===== src/rtl/pixel_writeback_if.sv =====
`default_nettype none
// ----------------------------------------------------------------------------
// pixel_writeback_if : pixel stream in, user-buffer master write bus out
// Rev 1.0  initial release
// ----------------------------------------------------------------------------
interface pixel_writeback_if;
  logic        pix_valid;
  logic [7:0]  pix_data;
  logic        pix_ready;
  logic        user_buffer_full;
  logic        idle_out;
  logic        user_write_buffer;
  logic [7:0]  data_out;
  logic        rdwr_cntl;
  logic        n_action;
  logic [31:0] address;
  logic [15:0] write_length;

  modport master (
    input  pix_valid, pix_data, user_buffer_full, idle_out,
    output pix_ready, user_write_buffer, data_out, rdwr_cntl, n_action,
           address, write_length
  );

  modport slave (
    output pix_valid, pix_data, user_buffer_full, idle_out,
    input  pix_ready, user_write_buffer, data_out, rdwr_cntl, n_action,
           address, write_length
  );
endinterface
`default_nettype wire


===== src/rtl/pixel_writeback.sv =====
`default_nettype none
// ----------------------------------------------------------------------------
// pixel_writeback : buffers pixel bytes and writes them out burst by burst
// Rev 1.0  initial release
// ----------------------------------------------------------------------------
module pixel_writeback #(
  parameter int FIFO_DEPTH = 8,
  parameter int BURST_LEN  = 16
) (
  input  wire logic        clk,
  input  wire logic        n_rst,
  input  wire logic        i_go,
  input  wire logic [31:0] i_base_addr,
  input  wire logic [31:0] i_pixel_count,
  output logic             o_busy,
  output logic             o_done,
  output logic             o_overflow_err,
  pixel_writeback_if.master bus
);

  localparam int             PTR_W   = (FIFO_DEPTH > 1) ? $clog2(FIFO_DEPTH) : 1;
  localparam logic [PTR_W:0] PTR_ONE = {{PTR_W{1'b0}}, 1'b1};

  typedef enum logic [2:0] {
    S_IDLE   = 3'd0,
    S_FILL   = 3'd1,
    S_LAUNCH = 3'd2,
    S_WAIT0  = 3'd3,
    S_WAIT   = 3'd4,
    S_DONE   = 3'd5
  } state_t;

  state_t       r_state;
  state_t       w_state_nxt;

  logic [7:0]   r_mem [FIFO_DEPTH];
  logic [PTR_W:0] r_wr_ptr;
  logic [PTR_W:0] r_rd_ptr;
  logic         w_full;
  logic         w_empty;
  logic         w_push;
  logic         w_pop;
  logic         w_last;
  logic [7:0]   w_head;

  logic [31:0]  r_cur_addr;
  logic [31:0]  r_remaining;
  logic [15:0]  r_burst;
  logic [15:0]  r_sent;
  logic [31:0]  r_address;
  logic [15:0]  r_write_length;
  logic         r_overflow;
  logic [31:0]  w_rem_next;

  function automatic logic [15:0] f_burst(input logic [31:0] rem);
    if (rem < 32'(BURST_LEN)) return rem[15:0];
    else                      return 16'(BURST_LEN);
  endfunction

  // Extra pointer bit distinguishes full from empty when the indices match.
  assign w_empty = (r_wr_ptr == r_rd_ptr);
  assign w_full  = (r_wr_ptr[PTR_W] != r_rd_ptr[PTR_W]) &&
                   (r_wr_ptr[PTR_W-1:0] == r_rd_ptr[PTR_W-1:0]);
  assign w_push  = bus.pix_valid && !w_full;
  assign w_head  = r_mem[r_rd_ptr[PTR_W-1:0]];
  assign w_last  = ((r_sent + 16'd1) == r_burst);
  assign w_rem_next = r_remaining - {16'h0000, r_burst};

  always_comb begin
    w_state_nxt = r_state;
    w_pop       = 1'b0;
    case (r_state)
      S_IDLE: begin
        if (i_go) w_state_nxt = (i_pixel_count == 32'd0) ? S_DONE : S_FILL;
      end
      S_FILL: begin
        if (!w_empty && !bus.user_buffer_full) begin
          w_pop = 1'b1;
          if (w_last) w_state_nxt = S_LAUNCH;
        end
      end
      S_LAUNCH: w_state_nxt = S_WAIT0;
      S_WAIT0:  w_state_nxt = S_WAIT;
      S_WAIT: begin
        if (bus.idle_out) w_state_nxt = (w_rem_next == 32'd0) ? S_DONE : S_FILL;
      end
      S_DONE:   w_state_nxt = S_IDLE;
      default:  w_state_nxt = S_IDLE;
    endcase
  end

  always_ff @(posedge clk) begin
    if (w_push) r_mem[r_wr_ptr[PTR_W-1:0]] <= bus.pix_data;
  end

  always_ff @(posedge clk or negedge n_rst) begin
    if (!n_rst) begin
      r_state        <= S_IDLE;
      r_wr_ptr       <= '0;
      r_rd_ptr       <= '0;
      r_cur_addr     <= '0;
      r_remaining    <= '0;
      r_burst        <= '0;
      r_sent         <= '0;
      r_address      <= '0;
      r_write_length <= '0;
      r_overflow     <= 1'b0;
    end else begin
      r_state <= w_state_nxt;
      if (w_push) r_wr_ptr <= r_wr_ptr + PTR_ONE;
      if (w_pop)  r_rd_ptr <= r_rd_ptr + PTR_ONE;

      // A drop in the same cycle as an accepted go still leaves the flag set.
      if (r_state == S_IDLE && i_go) r_overflow <= 1'b0;
      if (bus.pix_valid && w_full)   r_overflow <= 1'b1;

      case (r_state)
        S_IDLE: begin
          if (i_go) begin
            r_cur_addr  <= i_base_addr;
            r_remaining <= i_pixel_count;
            r_burst     <= f_burst(i_pixel_count);
            r_sent      <= '0;
          end
        end
        S_FILL: begin
          if (w_pop) begin
            r_sent <= r_sent + 16'd1;
            if (w_last) begin
              r_address      <= r_cur_addr;
              r_write_length <= r_burst;
            end
          end
        end
        S_WAIT: begin
          if (bus.idle_out) begin
            r_cur_addr  <= r_cur_addr + {16'h0000, r_burst};
            r_remaining <= w_rem_next;
            r_burst     <= f_burst(w_rem_next);
            r_sent      <= '0;
          end
        end
        default: ;
      endcase
    end
  end

  assign bus.pix_ready         = !w_full;
  assign bus.user_write_buffer = w_pop;
  assign bus.data_out          = w_pop ? w_head : 8'h00;
  assign bus.rdwr_cntl         = !(r_state == S_LAUNCH || r_state == S_WAIT0 ||
                                   r_state == S_WAIT);
  assign bus.n_action          = (r_state != S_LAUNCH);
  assign bus.address           = r_address;
  assign bus.write_length      = r_write_length;

  assign o_busy         = (r_state == S_FILL) || (r_state == S_LAUNCH) ||
                          (r_state == S_WAIT0) || (r_state == S_WAIT);
  assign o_done         = (r_state == S_DONE);
  assign o_overflow_err = r_overflow;

endmodule
`default_nettype wire


===== src/flat_wrapper.sv =====
// flat-port wrapper written by rule: the top's interface ports become plain ports
module pixel_writeback_flat 
#(
  parameter int FIFO_DEPTH = 8,
  parameter int BURST_LEN  = 16
)
  (clk, n_rst, i_go, i_base_addr, i_pixel_count, o_busy, o_done, o_overflow_err, bus_pix_valid, bus_pix_data, bus_user_buffer_full, bus_idle_out, bus_pix_ready, bus_user_write_buffer, bus_data_out, bus_rdwr_cntl, bus_n_action, bus_address, bus_write_length);
  pixel_writeback_if bus_i ();
  input  wire logic clk;
  input  wire logic n_rst;
  input  wire logic i_go;
  input  wire logic [31:0] i_base_addr;
  input  wire logic [31:0] i_pixel_count;
  output logic o_busy;
  output logic o_done;
  output logic o_overflow_err;
  input wire logic [$bits(bus_i.pix_valid)-1:0] bus_pix_valid;
  input wire logic [$bits(bus_i.pix_data)-1:0] bus_pix_data;
  input wire logic [$bits(bus_i.user_buffer_full)-1:0] bus_user_buffer_full;
  input wire logic [$bits(bus_i.idle_out)-1:0] bus_idle_out;
  output wire logic [$bits(bus_i.pix_ready)-1:0] bus_pix_ready;
  output wire logic [$bits(bus_i.user_write_buffer)-1:0] bus_user_write_buffer;
  output wire logic [$bits(bus_i.data_out)-1:0] bus_data_out;
  output wire logic [$bits(bus_i.rdwr_cntl)-1:0] bus_rdwr_cntl;
  output wire logic [$bits(bus_i.n_action)-1:0] bus_n_action;
  output wire logic [$bits(bus_i.address)-1:0] bus_address;
  output wire logic [$bits(bus_i.write_length)-1:0] bus_write_length;
  assign bus_i.pix_valid = bus_pix_valid;
  assign bus_i.pix_data = bus_pix_data;
  assign bus_i.user_buffer_full = bus_user_buffer_full;
  assign bus_i.idle_out = bus_idle_out;
  assign bus_pix_ready = bus_i.pix_ready;
  assign bus_user_write_buffer = bus_i.user_write_buffer;
  assign bus_data_out = bus_i.data_out;
  assign bus_rdwr_cntl = bus_i.rdwr_cntl;
  assign bus_n_action = bus_i.n_action;
  assign bus_address = bus_i.address;
  assign bus_write_length = bus_i.write_length;
  pixel_writeback #(.FIFO_DEPTH(FIFO_DEPTH), .BURST_LEN(BURST_LEN)) u_core (.clk(clk), .n_rst(n_rst), .i_go(i_go), .i_base_addr(i_base_addr), .i_pixel_count(i_pixel_count), .o_busy(o_busy), .o_done(o_done), .o_overflow_err(o_overflow_err), .bus(bus_i));
endmodule

===== config.mk =====
export PLATFORM = sky130hd
export DESIGN_NAME = pixel_writeback_flat
export DESIGN_NICKNAME = d
export VERILOG_FILES = /design/src/rtl/pixel_writeback_if.sv /design/src/rtl/pixel_writeback.sv /design/src/flat_wrapper.sv
export SDC_FILE = /design/constraint.sdc
export NUM_CORES = 1
export LEC_CHECK = 0
export CAP_MARGIN = 25
export CORE_ASPECT_RATIO = 1.4
export CORE_UTILIZATION = 45
export DETAILED_ROUTE_END_ITERATION = 10
export DONT_BUFFER_PORTS = 1
export HOLD_SLACK_MARGIN = 0.12
export SLEW_MARGIN = 20
export SYNTH_ARGS = -nofsm -noshare
export SYNTH_HDL_FRONTEND = slang
export SYNTH_SLANG_ARGS = --single-unit
export TNS_END_PERCENT = 50

===== constraint.sdc =====
create_clock -name clk -period 7.84 [get_ports clk]
set_clock_uncertainty 0.05 [all_clocks]
set_input_delay 0.784 -clock clk [delete_from_list [all_inputs] [get_ports clk]]
set_output_delay 0.784 -clock clk [all_outputs]
set_load 0.01 [all_outputs]

# --- After elaboration in Yosys (flattened, before gate mapping) ---
# Memory sizes are Yosys's and may differ from the RTL's.
# Index checks and enable logic that the tools add are counted.
word_totals:
  register_bits: 156
  ram_bits: 64
  in_bits: 78
  out_inout_bits: 63
  word_cells: 86
  n_memories: 1
op_classes:
  add_sub_neg: 5
  magnitude_cmp: 2
  n_eq_ne: 15
  muxes: 29
  reduce_logical: 24
mem_list:
  columns: ["memory", "depth", "word_bits", "rd", "rd_clocked_by_memory_dff", "wr", "line_no", "text"]
  rows:
  - ["u_core.r_mem", 8, 8, 1, 0, 1, "pixel_writeback.sv:36", "logic [7:0] r_mem [FIFO_DEPTH];"]
ops:
  columns: ["operator", "n"]
  rows:
  - ["32-bit two-way mux", 4]
  - ["32-bit case mux with 2 select lines", 2]
  - ["16-bit two-way mux", 7]
  - ["32-bit logical NOT", 2]
  - ["32-bit by 5-bit less-than comparator with 1-bit output, second input constant", 2]
  - ["16-bit case mux with 3 select lines", 1]
  - ["32-bit by 16-bit adder with 32-bit output", 1]
  - ["16-bit case mux with 2 select lines", 1]
  - ["32-bit by 16-bit subtractor with 32-bit output", 1]
  - ["3-bit two-way mux", 6]
  - ["16-bit by 1-bit adder with 16-bit output, second input constant", 1]
  - ["16-bit equality test", 1]
  - ["3-bit case mux with 5 select lines", 1]
  - ["4-bit by 1-bit adder with 4-bit output, second input constant", 2]
  - ["8-bit two-way mux", 1]
  - ["4-bit AND reduction", 2]
  - ["3-bit by 2-bit equality test with 1-bit output, second input constant", 2]
  - ["3-bit equality test, second input constant", 2]
  - ["1-bit two-way mux", 6]
  - ["2-bit by 1-bit inequality test with 1-bit output, second input constant", 3]
  - ["3-bit AND reduction", 2]
  - ["1-bit logical AND", 5]
  - ["1-bit logical OR", 5]
  - ["4-bit equality test", 1]
  - ["other kinds (9)", 14]

# --- Logic depth before layout (Yosys ltp) ---
# Gate-level depths: netlist (run 1).
depth:
  ltp_word: 7
  ltp_mapped: 12

# --- Worst setup path after synthesis (run 1) ---
# No wires, ideal clock.
synth_path:
  path_type: "flip-flop to flip-flop"
  startpoint: "reg u_core.r_burst[0]"
  endpoint: "reg u_core.r_burst[4]"
  setup_time_ns: 0.124
  arrival_time_ns: 3.480
  setup_slack_ns: 4.186
  path_stages_with_launch: 12
  cell_sequence: "dfrtp_1 -> ha_1 -> inv_1 -> fa_1 -> a211oi_1 -> o21a_1 -> a211oi_1 -> nor2_1 -> mux2_2 -> or4_1 -> or4_4 -> o31a_1"
synth_between:
  elab_chain_cells: 5
synth_lines:
  columns: ["element", "line_no", "text"]
  rows:
  - ["start: declaration", "pixel_writeback.sv:48", "logic [15:0] r_burst;"]
  - ["start signal: assignment", "pixel_writeback.sv:122", "r_burst <= f_burst(i_pixel_count);"]
  - ["start signal: assignment", "pixel_writeback.sv:139", "r_burst <= f_burst(w_rem_next);"]
  - ["32-bit by 16-bit subtractor with 32-bit output (*)", "pixel_writeback.sv:67", "assign w_rem_next = r_remaining - {16'h0000, r_burst};"]
  - ["32-bit by 5-bit less-than comparator with 1-bit output", "pixel_writeback.sv:56", "if (rem < 32'(BURST_LEN)) return rem[15:0];"]
  - ["16-bit two-way mux (*)", "pixel_writeback.sv:56", null]
  - ["16-bit two-way mux (*)", "pixel_writeback.sv:136", "if (bus.idle_out) begin"]
  - ["16-bit case mux with 2 select lines (*)", "pixel_writeback.sv:117", "case (r_state)"]
# Mark *: on every way between the ends. The rest lies on a longest branch, timed or not. The select of a mux whose other input is x is not followed.
# A chain may end at the register's enable or synchronous reset.

# --- Worst setup path in the final report (run 1) ---
layout_path:
  startpoint: "reg u_core.r_rd_ptr[1]"
  endpoint: "out bus_user_write_buffer"
layout_between:
  elab_chain_cells: 5
layout_lines:
  columns: ["element", "line_no", "text"]
  rows:
  - ["start: declaration", "pixel_writeback.sv:38", "logic [PTR_W:0] r_rd_ptr;"]
  - ["start signal: assignment", "pixel_writeback.sv:111", "if (w_pop) r_rd_ptr <= r_rd_ptr + PTR_ONE;"]
  - ["4-bit equality test", "pixel_writeback.sv:61", "assign w_empty = (r_wr_ptr == r_rd_ptr);"]
  - ["1-bit logical NOT", "pixel_writeback.sv:77", "if (!w_empty && !bus.user_buffer_full) begin"]
  - ["1-bit logical AND", "pixel_writeback.sv:77", null]
  - ["1-bit two-way mux", "pixel_writeback.sv:77", null]
  - ["1-bit two-way mux", "pixel_writeback.sv:72", "case (r_state)"]
  - ["end: declaration", "flat_wrapper.sv:22", "output wire logic [$bits(bus_i.user_write_buffer)-1:0] bus_user_write_buffer;"]
# Every way passes these cells.

==> impl_metrics.ini, run 1 <==
[run_status]
run_status = complete, no violations

[setup_path]
path_max_fanout = 30
crit_type = flop to primary output
startpoint_type = flop
end_kind = primary output
crit_arrival_ns = 3.52
crit_required_ns = 7.01

[sta]
fin_setup_tns_ns = 0
rsz0062_at_grt = no
final_hold_viol_count = 0
worst_slew_pin_slew_ns = 0.9995
slew_headroom_pct = 32.75
min_period_ns = 4.353
holdWs_ns = 0.1598
slew_violations = 0
max_freq_mhz = 229.7
worst_slack_ns = 3.487
finalCritPeriodShare_pct = 55.53
finalSetupViolCount = 0

[synth]
synthMuxAreaShare_pct = 8.339
synth_cells = 1273
syn_avg_cell_area_um2 = 9.936
ys.flop_type = dfrtp_1
synth.area.top_cells = dfrtp_1 31%, edfxtp_1 15%, mux2_2 4.5%, o21ai_0 4.0%, ha_1 3.5%
syn_area_um2 = 12650
synth_top_family_by_area = compound AO/OA/AOI/OAI gates
synth-edff-count = 64
async_flop_share_pct = 70.91
synthXorXnorAreaFrac_pct = 3.532
synth_compound_area_share_pct = 18.21
synth.largest_area_cell = dfrtp_1
synth_fp_nets = 1388
synth.distinct_cells = 83
ys_warn_count = 0
netlist.area_leader.share_pct = 30.86
synthAdderAreaFrac_pct = 3.779
yosys.area_share.simple_pct = 16.53
synth-seq-cells = 220
synth_seq_area_share_pct = 46.06

[detailed_routing]
drt_iter0_markers = 601
dr_total_vias = 10018
remaining_drc_errors = 0
post_drt_wl_per_cell_um = 22.41
drtAntennaViolNets = 0
drt_wl_total_mm = 36.35
wl_met2_mm = 18.85
wl_met3_mm = 1.983
dr.max_layer_used = met4
wirelength_met1_mm = 13.91
drt_first_pass_iters = 5
viasPerCell = 6.176

[cts]
clockBufferDepth = 3
numCtsBuffers = 24
cts.root.buffer_cell = clkbuf_16
clk_pin_slew_worst_paths_ns = 0.06
cts.repair.resized = 0
h-tree-depth = 1
cts_tree = yes
clk_latency_ns = 0.54
clock-sinks = 220

[power_and_ir_drop]
power.density_nw_per_um2 = 350.6
power_switching_mw = 1.983
p_seq_share_pct = 37.0
ir_drop_mv = 0.2523
pwr-share-clk_pct = 22.9
sw_frac_of_total_pct = 41.37
intPower_mw = 2.811
pwr-share-comb_pct = 40.1
p_leak_nw = 5.320

[layout]
nets = 1351
drive_above_1_share_pct = 11.42
n_antenna_cell = 0
syn_to_final_growth_pct = 8.102
final_core_util_pct = 49.44
ff_latch_area_um2 = 5826
nFillCells = 2560
multi_input_area_um2 = 6399

[floorplan]
die-area_um2 = 28790
core_um2 = 27660
io_pins = 141
die_h_um = 200.4
start_util_pct = 45.73
rows = 72
die_x_um = 143.7

[place]
place_ws_ns = 3.580
place_hpwl_mm = 26.19
gp_congestion = 0.9720
port_buffers = 0

[grt]
grt_pass1_vias = 10047
antenna_found_initial = 0
grt_overflow = 0
grt_max_degree = 157
grt_pass1_wl_mm = 56.71
grt_usage_pct = 25.72

[flow_run]
maxCapViolCount = 0

[hold_path]
hp-class = input pin to async pin
metrics by stage:
stage / instances / cell area (µm²) / total power, mW
after floorplan: 1273 / 12650 / 3.156
after global placement: 1578 / 12880 / 3.670
after detailed placement: 1579 / 12890 / 3.680
after CTS: 1622 / 13670 / 4.811
after global routing: 1622 / 13670 / 5.107
final: 1622 / 13670 / 4.794
final timing paths:
| kind | slack, ns | depth (start not counted) | from | end |
|---|---|---|---|---|
| hold reg to reg | 0.44 | 1 | u_core.r_wr_ptr[3] | u_core.r_wr_ptr[3] |
| setup / recovery | 3.49 | 6 | u_core.r_rd_ptr[1] | bus_user_write_buffer |
| hold / removal | 0.16 | 1 | n_rst | u_core.bus.address[25] |
| setup reg to reg | 3.53 | 10 | u_core.r_burst[1] | u_core.r_burst[4] |
| min in group clk | 0.28 | 0 | bus_pix_data[1] | u_core.r_mem[4][1] |
| max in group asynchronous | 6.92 | 1 | n_rst | u_core.r_sent[5] |
cell usage after synthesis, types with 14 or more instances:
library cell / instances
xnor2_1: 29
ha_1: 35
edfxtp_1: 64
a31oi_1: 21
clkbuf_1: 50
nand3_1: 42
nor2_1: 109
xor2_1: 22
o211ai_1: 15
nand4_1: 17
mux4_2: 16
inv_1: 36
mux2_2: 51
a21oi_1: 82
nor4_1: 19
nor3_1: 37
nand2b_1: 15
dfrtp_1: 156
and3_1: 14
or3_1: 16
o21ai_0: 101
nand2_1: 110
cells in the final DEF, fill, tap and decap left out, drive strengths merged, types with 38 or more instances in the layout:
cell type and n:
a21oi 82, dfrtp 156, edfxtp 64, inv 39, mux2 51, nand2 110
nand3 42, nor2 109, nor3 38, o21ai 104
state kept, by name (all words and copies together) (netlist names):
register                 flops
u_core.r_sent               16
u_core.bus.write_length     16
u_core.r_mem                64
u_core.o_overflow_err        1
u_core.bus.address          32
u_core.r_rd_ptr              4
u_core.r_remaining          32
u_core.r_burst              16
u_core.r_wr_ptr              4
u_core.r_state               3
u_core.r_cur_addr           32
routing by layer:
layer	vias to the layer above	GRT usage, %
met5	-	0
met4	0	11.78
met3	92	4.494
met2	289	45.70
met1	4956	29.63
li1	4681	-
layout make-up:
cell class / count / share of cell area, %
Multi-Input combinational cell: 944 / 46.80
Clock inverter: 13 / 0.9242
Sequential cell: 220 / 42.61
Inverter: 36 / 0.9883
Timing Repair Buffer: 10 / 0.6955
Clock buffer: 29 / 4.603
Tap cell: 370 / 3.386
critical path: stages (launching register included):
cell	delay (ns)
dfrtp_1	0.95
xor2_1	0.17
nor4_1	0.79
nor3_1	0.17
nand2_1	0.11
buf_4	0.36
inv_1	0.40
timing repair:
action / in CTS / in global routing
buffers inserted: 0 / 0
hold endpoints to repair: 156 / 0
hold buffers: 1 / 0
power groups by stage:
stage | combinational, mW | sequential, mW | clock (mW)
2_1_floorplan | 1.54 | 1.62 | 0
3_3_place_gp | 1.88 | 1.79 | 0
3_5_place_dp | 1.89 | 1.79 | 0
4_1_cts | 1.92 | 1.77 | 1.12
5_1_grt | 2.13 | 1.82 | 1.16
6_report | 1.92 | 1.77 | 1.10
logic make-up after synthesis:
family / after synthesis
XOR/XNOR: 51
buffers and inverters: 109
adder cells (fa/ha/maj): 37
flip-flops: 220
multiplexers: 79
AO/OA/AOI/OAI: 352
AND/OR/NAND/NOR: 425
(Power assumes the default switching activity.)
==> inputs of run 2 (changes only) <==
clock period = 3.8 ns   (was 7.84 ns; I/O delays follow)
==> impl_metrics.ini, run 2 (same netlist as run 1, synthesis figures left out) <==
[run_status]
run_status = complete, but fails checks
violations = hold timing

[setup_path]
crit_arrival_ns = 4.05
crit_buf_inv = 2
end_kind = flop
critPathMaxStageDelay_ns = 0.62
r2r_end = u_core.r_burst[4]
crit_required_ns = 4.17
startpoint_type = flop
worst-r2r-setup-slack_ns = 0.12
crit_family = simple AND/OR/NAND/NOR gates
path_cells = inv_1, ha_2, a2111oi_4, buf_4, o21ai_2, or2_1, a211oi_1, nand4_1, or4_1, or4_4, o31a_1
path_max_fanout = 8
crit_type = flop to flop
r2r_cells = 11
crit_cells = 11
crit_slowest_cell = or4_4
rr_startpoint = u_core.r_burst[15]

[power_and_ir_drop]
p_leak_nw = 5.979
p_seq_share_pct = 34.0
pwr-share-comb_pct = 44.6
ir_drop_mv = 0.4803
sw_frac_of_total_pct = 40.54
total_power_mw = 10.42
power.density_nw_per_um2 = 697.7
intPower_mw = 6.198
power_switching_mw = 4.226
pwr-share-clk_pct = 21.4

[layout]
nFillCells = 2502
multi_input_area_um2 = 6452
final_core_util_pct = 54.02
final_common_cell = dfrtp_1
syn_to_final_growth_pct = 18.12
n_antenna_cell = 0
drive_above_1_share_pct = 16.18
final_cell_mix = 156 x dfrtp_1, 109 x nand2_1, 108 x nor2_1, 99 x o21ai_0, 82 x a21oi_1
largest_register_ffs = 64
layoutNonFillerInstCount = 1761
nets = 1491
final_cell_area_um2 = 14940
ff_latch_area_um2 = 5826

[sta]
final_hold_viol_count = 156
slew_violations = 0
min_period_ns = 3.683
holdWs_ns = -0.5071
finalCritPeriodShare_pct = 96.91
max_freq_mhz = 271.6
slew_headroom_pct = 40.01
rsz0062_at_grt = no
worst_slew_pin_slew_ns = 0.8965
finalSetupViolCount = 0

[cts]
clock-sinks = 220
cts_tree = yes
clockBufferDepth = 3
cts.root.buffer_cell = clkbuf_16
cts_hold_buf = 69
clk_pin_slew_worst_paths_ns = 0.06
clk_latency_ns = 0.54
numCtsBuffers = 23
h-tree-depth = 1

[floorplan]
die_x_um = 143.7
rows = 72
die_h_um = 200.4
io_pins = 141
start_util_pct = 45.73
core_um2 = 27660
die-area_um2 = 28790

[grt]
grtUsageMet3_pct = 4.088
grt_most_used_layer = met2
grt_pass1_wl_mm = 57.79
met2_usage_pct = 46.03
grt_pass1_vias = 10580
grt_usage_pct = 26.11
grt_overflow = 0
antenna_found_initial = 0
grt_max_degree = 157
grt.met1_usage_pct = 30.62

[detailed_routing]
drt_iter0_markers = 649
dr_total_vias = 10562
post_drt_wl_per_cell_um = 21.06
drt_first_pass_iters = 5
viasPerCell = 5.998
drt_wl_total_mm = 37.09
drtAntennaViolNets = 0
remaining_drc_errors = 0

[place]
placed_cells = 1649
gp_congestion = 0.9785
postPlaceCellArea_um2 = 13430
port_buffers = 0
place_hpwl_mm = 26.69

[flow_run]
maxCapViolCount = 0

[hold_path]
hp-class = input pin to async pin
-- run 2: cell count changes in the layout (fill, tap and decap cells not counted), moves of 3 or more --
cell	delta
a211oi_1	-3
a211oi_2	+3
buf_4	+71
clkinvlp_2	+3
dlygate4sd3_1	+69
-- run 2: worst max-delay path by stage --
| stage | from | to | slack, ns |
|---|---|---|---|
| 2_1_floorplan | u_core.r_burst[0] | u_core.r_burst[4] | 0.15 |
| 3_3_place_gp | u_core.r_burst[15] | u_core.r_burst[4] | 0.08 |
| 3_5_place_dp | u_core.r_remaining[0] | u_core.r_burst[4] | -0.005 |
| 4_1_cts | u_core.r_burst[15] | u_core.r_burst[4] | 0.03 |
| 5_1_grt | u_core.r_burst[12] | u_core.r_burst[4] | 0.003 |
| 6_report | u_core.r_burst[15] | u_core.r_burst[4] | 0.12 |
-- run 2: layout make-up --
cell class                 count  area share (%)
tap                          370           3.099
clock inverter                13          0.8877
sequential                   220           38.99
timing repair buffer         151           8.910
multi-input combinational    944           43.19
clock buffer                  27           4.020
inverter                      36          0.9044
-- run 2: layer usage --
layer  up-vias  share of wire [%]
met5         -                  0
met4         0                4.5
met3        89                4.5
met2       289                 51
met1      5222                 40
li1       4962                  -
-- run 2: what timing repair did --
action / in CTS / in global routing
pin swaps: 0 / 7
setup buffers: 0 / 3
setup endpoints to repair: 1 / 6
resized for setup: 1 / 16
hold endpoints to repair: 285 / 156
gates cloned: 0 / 0
-- run 2: per-stage QoR --
| step | setup TNS [ns] | worst slack (ns) |
|---|---|---|
| after detailed placement | -0.005454 | -0.005454 |
| after global routing | 0 | 0.002724 |
| after floorplan | 0 | 0.1458 |
| after global placement | 0 | 0.08047 |
| final | 0 | 0.1175 |
| after CTS | 0 | 0.03034 |
-- run 2: power groups by stage --
stage               combinational (mW)  clock (mW)  sequential [mW]
detailed placement                4.42           0             3.57
global route                      5.10        2.38             3.62
global placement                  4.40           0             3.55
CTS                               4.52        2.30             3.53
finish                            4.65        2.23             3.54
floorplan                         3.17           0             3.34
==> inputs of run 3 (changes only) <==
CTS_BUF_LIST = sky130_fd_sc_hd__clkbuf_8   (was unset)
==> impl_metrics.ini, run 3 (same netlist as run 1, synthesis figures left out) <==
[run_status]
run_status = complete, but fails checks
violations = hold timing

[layout]
final_common_cell = dfrtp_1
nets = 1509
drive_above_1_share_pct = 17.71
syn_to_final_growth_pct = 19.20
final_cell_mix = 156 x dfrtp_1, 109 x nand2_1, 108 x nor2_1, 99 x o21ai_0, 82 x a21oi_1
final_core_util_pct = 54.52
largest_register_ffs = 64
n_antenna_cell = 0

[setup_path]
worst-r2r-setup-slack_ns = 0.13
crit_slowest_cell = or4_4
crit_buf_inv = 2
crit_type = flop to flop
startpoint_type = flop
r2r_cells = 11
r2r_end = u_core.r_burst[4]
path_max_fanout = 8
rr_startpoint = u_core.r_burst[15]
crit_required_ns = 4.20
crit_arrival_ns = 4.07
end_kind = flop
path_cells = inv_1, ha_2, a2111oi_4, buf_4, o21ai_2, or2_1, a211oi_1, nand4_1, or4_1, or4_4, o31a_1
critPathMaxStageDelay_ns = 0.62
crit_family = simple AND/OR/NAND/NOR gates

[grt]
grt_pass1_vias = 10684
grt_overflow = 0
grt_pass1_wl_mm = 58.27
grt_usage_pct = 26.39
grt_max_degree = 157
antenna_found_initial = 0

[cts]
cts_tree = yes
h-tree-depth = 2
cts.root.buffer_cell = clkbuf_8
numCtsBuffers = 37
clockBufferDepth = 3
clock-sinks = 220
cts_hold_buf = 73
clk_pin_slew_worst_paths_ns = 0.06
clk_latency_ns = 0.56

[floorplan]
io_pins = 141
start_util_pct = 45.73
die-area_um2 = 28790
rows = 72
die_h_um = 200.4
core_um2 = 27660
die_x_um = 143.7

[power_and_ir_drop]
intPower_mw = 6.246
p_leak_nw = 6.092
pwr-share-clk_pct = 22.3
power.density_nw_per_um2 = 698.7
power_switching_mw = 4.288
ir_drop_mv = 0.4698
sw_frac_of_total_pct = 40.70
pwr-share-comb_pct = 44.1
p_seq_share_pct = 33.6

[sta]
max_freq_mhz = 272.6
finalCritPeriodShare_pct = 96.52
final_hold_viol_count = 156
slew_headroom_pct = 38.85
holdWs_ns = -0.5311
finalSetupViolCount = 0
rsz0062_at_grt = no
min_period_ns = 3.668
worst_slew_pin_slew_ns = 0.9138
slew_violations = 0

[detailed_routing]
post_drt_wl_per_cell_um = 20.77
dr_total_vias = 10566
drt_first_pass_iters = 5
viasPerCell = 5.893
drt_iter0_markers = 710
remaining_drc_errors = 0
drt_wl_total_mm = 37.24
drtAntennaViolNets = 0

[hold_path]
hp-class = input pin to async pin

[flow_run]
maxCapViolCount = 0

[place]
gp_congestion = 0.9785
place_hpwl_mm = 26.69
port_buffers = 0
==> run 3: how the worst max path moves through the flow <==
| stage | depth (start not counted) | slack, ns | startpoint | end |
|---|---|---|---|---|
| after global routing | 10 | 0.001 | u_core.r_burst[12] | u_core.r_burst[4] |
| after global placement | 11 | 0.08 | u_core.r_burst[15] | u_core.r_burst[4] |
| after detailed placement | 12 | -0.005 | u_core.r_remaining[0] | u_core.r_burst[4] |
| after CTS | 11 | 0.03 | u_core.r_burst[15] | u_core.r_burst[4] |
| after floorplan | 11 | 0.15 | u_core.r_burst[0] | u_core.r_burst[4] |
| final | 11 | 0.13 | u_core.r_burst[15] | u_core.r_burst[4] |
==> run 3: final cells by class <==
type / count / area [µm²]
inverter: 36 / 135.1
clock buffer: 42 / 578.1
clock inverter: 26 / 251.5
sequential: 220 / 5826
timing repair buffer: 155 / 1371
multi-input combinational: 944 / 6452
fill: 2498 / 12580
tap: 370 / 462.9
==> run 3: through the flow <==
step / instances / instance area, µm² / power [mW] / setup WS [ns] / TNS [ns]
6_report: 1793 / 15080 / 10.53 / 0.1321 / 0
5_1_grt: 1793 / 15080 / 11.24 / 0.001044 / 0
4_1_cts: 1790 / 14990 / 10.46 / 0.02979 / 0
3_5_place_dp: 1649 / 13430 / 7.985 / -0.005454 / -0.005454
3_3_place_gp: 1649 / 13430 / 7.960 / 0.08047 / 0
2_1_floorplan: 1273 / 12650 / 6.512 / 0.1458 / 0
==> run 3: what timing repair did <==
action / in CTS / in global routing
endpoints found under the setup margin: 1 / 6
setup buffers: 0 / 3
pin swaps: 0 / 6
hold endpoints to repair: 289 / 156
gates resized for setup: 1 / 16
==> run 3: power groups by stage <==
stage	Clock (mW)	Sequential, mW	Combinational (mW)
2_1_floorplan	0	3.34	3.17
3_3_place_gp	0	3.55	4.40
3_5_place_dp	0	3.57	4.42
4_1_cts	2.42	3.53	4.52
5_1_grt	2.52	3.62	5.11
6_report	2.35	3.54	4.64
==> run 3: layer usage <==
metal	global-route usage (%)	routed length [µm]	up-vias
met5	0	0	-
met4	14.25	1956	0
met3	4.686	1874	104
met2	45.61	18710	321
met1	30.60	14700	5140
li1	-	-	5001
